`src/rtl/nfa_chain_engine.sv`:
```
// Linear-chain NFA matcher: one state flop per pattern position, class-gated,
// optional self-loops, with match counter and first-match offset capture.
module nfa_chain_engine #(
  parameter int                          N_STATES  = 28,
  parameter int                          N_CLASSES = 20,
  parameter int                          CLASS_W   = 5,
  parameter logic [N_STATES*CLASS_W-1:0] CLASS_SEL = '0,
  parameter logic [N_STATES-1:0]         LOOP_MASK = '0,
  parameter bit                          ANCHORED  = 1'b0,
  parameter int                          CNT_W     = 16
) (
  input  logic                 clk,
  input  logic                 rst,
  input  logic                 en,
  input  logic                 sod,
  input  logic [N_CLASSES-1:0] cls_in,
  output logic                 match,
  output logic                 match_sticky,
  output logic [CNT_W-1:0]     match_cnt,
  output logic [CNT_W-1:0]     first_off,
  output logic                 first_vld
);

  function automatic logic [CNT_W-1:0] sat_inc(input logic [CNT_W-1:0] v);
    return (&v) ? v : v + {{(CNT_W-1){1'b0}}, 1'b1};
  endfunction

  logic [N_STATES-1:0] s_q;
  logic [N_STATES-1:0] s_nxt;
  logic [N_STATES-1:0] prev;
  logic [N_STATES-1:0] c;
  logic [CNT_W-1:0]    byte_cnt;
  logic [CNT_W-1:0]    byte_idx;
  logic [CNT_W-1:0]    cnt_base;
  logic                armed_q;
  logic                start;
  logic                hit;
  logic                vld_base;
  logic                sticky_base;

  // Class lines; an out-of-range class index never matches, so that position is dead.
  always_comb begin
    c = '0;
    for (int i = 0; i < N_STATES; i++) begin
      for (int j = 0; j < N_CLASSES; j++) begin
        if (int'(CLASS_SEL[i*CLASS_W +: CLASS_W]) == j) c[i] = cls_in[j];
      end
    end
  end

  // A sod byte is evaluated against a cleared history.
  always_comb begin
    start       = ANCHORED ? (armed_q | sod) : 1'b1;
    prev        = sod ? '0 : s_q;
    byte_idx    = sod ? '0 : byte_cnt;
    cnt_base    = sod ? '0 : match_cnt;
    vld_base    = sod ? 1'b0 : first_vld;
    sticky_base = sod ? 1'b0 : match_sticky;
    s_nxt       = '0;
    s_nxt[0]    = c[0] & (start | (LOOP_MASK[0] & prev[0]));
    for (int i = 1; i < N_STATES; i++) begin
      s_nxt[i] = c[i] & (prev[i-1] | (LOOP_MASK[i] & prev[i]));
    end
    hit = en & s_nxt[N_STATES-1];
  end

  always_ff @(posedge clk or negedge rst) begin
    if (!rst) begin
      s_q          <= '0;
      armed_q      <= 1'b0;
      byte_cnt     <= '0;
      match_cnt    <= '0;
      match_sticky <= 1'b0;
      first_off    <= '0;
      first_vld    <= 1'b0;
    end else begin
      if (en) begin
        s_q      <= s_nxt;
        byte_cnt <= sat_inc(byte_idx);
        armed_q  <= 1'b0;
      end else if (sod) begin
        s_q      <= '0;
        byte_cnt <= '0;
        armed_q  <= 1'b1;
      end
      if (en || sod) begin
        match_cnt    <= hit ? sat_inc(cnt_base) : cnt_base;
        match_sticky <= sticky_base | hit;
        // first_off keeps its old value across sod; first_vld says whether it is current.
        if (hit && !vld_base) begin
          first_off <= byte_idx;
          first_vld <= 1'b1;
        end else begin
          first_vld <= vld_base;
        end
      end
    end
  end

  assign match = s_q[N_STATES-1];

endmodule
```
`config.mk`:
```
export PLATFORM = sky130hd
export DESIGN_NAME = nfa_chain_engine
export DESIGN_NICKNAME = d
export VERILOG_FILES = /design/src/rtl/nfa_chain_engine.sv
export SDC_FILE = /design/constraint.sdc
export NUM_CORES = 1
export LEC_CHECK = 0
export ABC_AREA = 1
export CAP_MARGIN = 20
export CORE_ASPECT_RATIO = 1.75
export CORE_MARGIN = 2
export CORE_UTILIZATION = 50
export DETAILED_ROUTE_END_ITERATION = 16
export DONT_BUFFER_PORTS = 1
export SLEW_MARGIN = 10
export SYNTH_ARGS = -nofsm -noshare
export SYNTH_HDL_FRONTEND = slang
export SYNTH_SLANG_ARGS = --single-unit
```
`constraint.sdc`:
```
create_clock -name clk -period 2.25 [get_ports clk]
set_input_delay 0.3375 -clock clk [delete_from_list [all_inputs] [get_ports clk]]
set_output_delay 0.3375 -clock clk [all_outputs]
set_load 0.01 [all_outputs]
```
==> summary.md <==
| Metric | Value |
|---|---|
| Post-synth top cells | 166 x nand2_1, 78 x dfrtp_1, 46 x nor2_1 |
| Sw power | 624 uW |
| Vias per cell | 5.42 |
| Final hold violations | 0 |
| Achievable Freq | 0.508 GHz |
| Routed vias | 3,302 |
| Warnings, synthesis | 0 |
| Antenna Nets Post-Route | 0 |
| Area grow syn2layout | 8.43% |
| Number of H-tree levels | 3 |
| Asr flop ratio synth | 100% |
| Gate Count Post-Synth | 519 |
| Status | complete, no violations |
| Actual slew at the worst max-slew pin | 0.695 ns |
| DP Wirelength | 6380 um |
| TritonCTS Buffers | 9 |
| Fillcell total | 777 |
| GRT overflow | 0 |
| Critical path's slowest cell | dfrtp_1 |
| Cell variety after synth | 27 |
| Register area | 1950 um^2 |
| Die Height | 124 um |
| CTS tree | built |
| Core Area | 7910 um^2 |
| CTS clock-pin slew for the worst setup and hold paths | 0.05 ns |
| Clock power frac | 47.9% |
| Cell Pwr Density | 659 nW/um^2 |
| N_diodes | 0 |
| Layout cells sized above 1 | 11.2% |
| CP Cell Sequence | nand2_1 -> inv_1 -> ha_1 -> nand2_1 -> nor2_4 -> nand2_2 -> nor2_2 -> nand2_1 -> nand2_1 -> nand2_1 -> nand3_1 -> nand2_1 |
| Post-DP Area | 4110 um^2 |
| Area occupied by multi-input gates | 1840 um^2 |
| Final setup vio count | 0 |
| WL/cell | 15.3 um |
| Crit path DAT | 2.20 ns |
| Global-route wire length before repair | 15,700 um |
| Initial antenna violation count | 0 |
| Pre-Repair DR Iteration Count | 5 |
| Yosys top cell area share | 47.8% |
| IO buf count | 0 |
| Synth Cell Area | 4080 um^2 |
| Routed WL | 9340 um |
| Main synth FF type | dfrtp_1 |
| Hold Path Class | input pin to register |
| Fin crit period | 1.97 ns |
| Worst vdd ir | 0.578 mV |
| Fin Setup TNS | 0 ns |
| Longest Clk Path Bufs | 2 |
| CTS sink cnt | 78 |
| Reg power frac | 48.9% |
| Count leader, synth | nand2_1 |
| Flops & latches, synth | 78 |
| Startpoint types | register |
| Slew HR | 53.6% |
| Crit-path max FO | 4 |
| Number of cell rows | 43 |
| Overall routing resource usage | 23.4% |
| Combinational share of power | 3.2% |
| DRC | 0 |
| Pin count of the biggest net entering global routing | 79 |
| Leak | 0.00199 uW |
| CP Class | register to register |
| Int Pwr | 2290 uW |
| Top post-synthesis cells by area | dfrtp_1 48%, nand2_1 15%, nand3_1 4.5% |
| Final Max Tran Viols | 0 |
| Syn_area_per_cell | 7.86 um^2 |
| Fin nets | 541 |
| Sw frac | 21.4% |
| Worst skew pair latency | 0.34 ns |
| RSZ-0062 raised after global routing | false |
| Vias in the first global route | 3,250 |
| MaxCap Viol Count | 0 |
| Mapped Nets | 545 |
| Worst path max stage delay | 0.42 ns |
| Seq/Total Area, Yosys | 47.8% |
| Largest area contributor in the netlist | dfrtp_1 |
| Clock Skews | 0.00795 ns |
| Most frequent CP cell | nand2_1 |
| Boundary Pins | 59 |
| Die Wd | 72.3 um |
| Clock root cell | clkbuf_16 |
| Post-synth EDFFs | 0 |
| Gpl congestion | 0.887 |
| Die ar. | 8930 um^2 |
| Critical Path RT | 2.48 ns |
| Design Area, Final | 4420 um^2 |
| Initial cell density of the core | 51.6% |
| Final period util | 87.5% |
| Setup crit end kind | register |
| Initial DRC Count | 139 |
-- placed cells by master, fill, tap and decap left out, drive strengths merged --
master | netlist | final
o21ai | 37 | 37
dfrtp | 78 | 78
nand2 | 180 | 180
nor3 | 1 | 1
buf | 14 | 6
nor2 | 65 | 65
o22ai | 25 | 25
bufinv | 0 | 1
nand4 | 14 | 14
clkbuf | 8 | 11
o32ai | 1 | 1
nand3 | 38 | 38
dlygate4sd3 | 0 | 1
clkinv | 0 | 3
xnor2 | 6 | 6
inv | 43 | 43
ha | 2 | 2
xor2 | 7 | 7
-- routing by layer --
layer	part of all wire (%)	GRT usage (%)
met1	40	27.5
met4	2.8	10.1
met2	54	40.4
met3	2.9	5.22
met5	0	0
-- final timing paths --
check | start | end | slack [ns] | depth (start not counted)
setup / recovery | match_cnt[0] | match_cnt[15] | 0.28 | 12
hold / removal | en | s_q[0] | 0.11 | 1
setup reg to reg | match_cnt[0] | match_cnt[15] | 0.28 | 12
hold reg to reg | s_q[2] | s_q[3] | 0.53 | 2
max in group asynchronous | rst | s_q[12] | 1.37 | 2
min in group asynchronous | rst | first_off[6] | 0.56 | 2
-- power groups by stage --
stage / Clock (uW) / Combinational, uW / Sequential, uW
after global placement: 0 / 61.1 / 1450
final: 1400 / 94.5 / 1420
after CTS: 1430 / 98.6 / 1420
after global routing: 1480 / 109 / 1430
after detailed placement: 0 / 61.7 / 1450
after floorplan: 0 / 71.8 / 1450
-- kinds of logic (layout without fill, tap and decap cells) --
| kind of cell | count (synthesis) | after routing | share of synthesized area (%) |
|---|---|---|---|
| buffers and inverters | 65 | 65 | 7.08 |
| adder cells (fa/ha/maj) | 2 | 2 | 0.613 |
| XOR/XNOR | 13 | 13 | 2.79 |
| AO/OA/AOI/OAI | 63 | 63 | 8.59 |
| flip-flops | 78 | 78 | 47.8 |
| AND/OR/NAND/NOR | 298 | 298 | 33.1 |
-- layout make-up --
cell class / count / share of cell area (%)
Sequential cell: 78 / 44.1
Multi-Input combinational cell: 376 / 41.6
Clock buffer: 11 / 5.26
Inverter: 43 / 3.70
Tap cell: 90 / 2.55
Timing Repair Buffer: 7 / 1.70
Clock inverter: 4 / 1.10
-- through the flow --
step | instances | worst slack [ns] | power, uW | hold slack (ns) | utilization [%]
2_1_floorplan | 519 | 0.371 | 1520 | 0.0419 | -
3_3_place_gp | 592 | 0.270 | 1510 | 0.0438 | 51.9
3_5_place_dp | 592 | 0.285 | 1510 | 0.0435 | 51.9
4_1_cts | 609 | 0.278 | 2960 | 0.0926 | 55.9
5_1_grt | 609 | 0.0804 | 3010 | 0.0989 | 55.9
6_report | 609 | 0.281 | 2920 | 0.110 | 55.9
-- repair_timing --
action,4_1_cts,5_1_grt
gates resized for setup,0,0
buffers inserted,0,0
hold buffers,2,0
endpoints found under the setup margin,0,0
endpoints found under the hold margin,78,0
-- critical path, delay by kind of cell (launching register included) --
kind / cells / cell delay (ns)
AND/OR/NAND/NOR: 10 / 1.03
adder cells (fa/ha/maj): 1 / 0.23
flip-flops: 1 / 0.42
buffers and inverters: 1 / 0.16
-- flip-flops by register name, summed over array words and instances, names as in the netlist --
name          cells
match_cnt        16
first_off        16
match_sticky      1
byte_cnt         16
first_vld         1
s_q              28
Note: power is estimated with default switching activity, not from simulation.
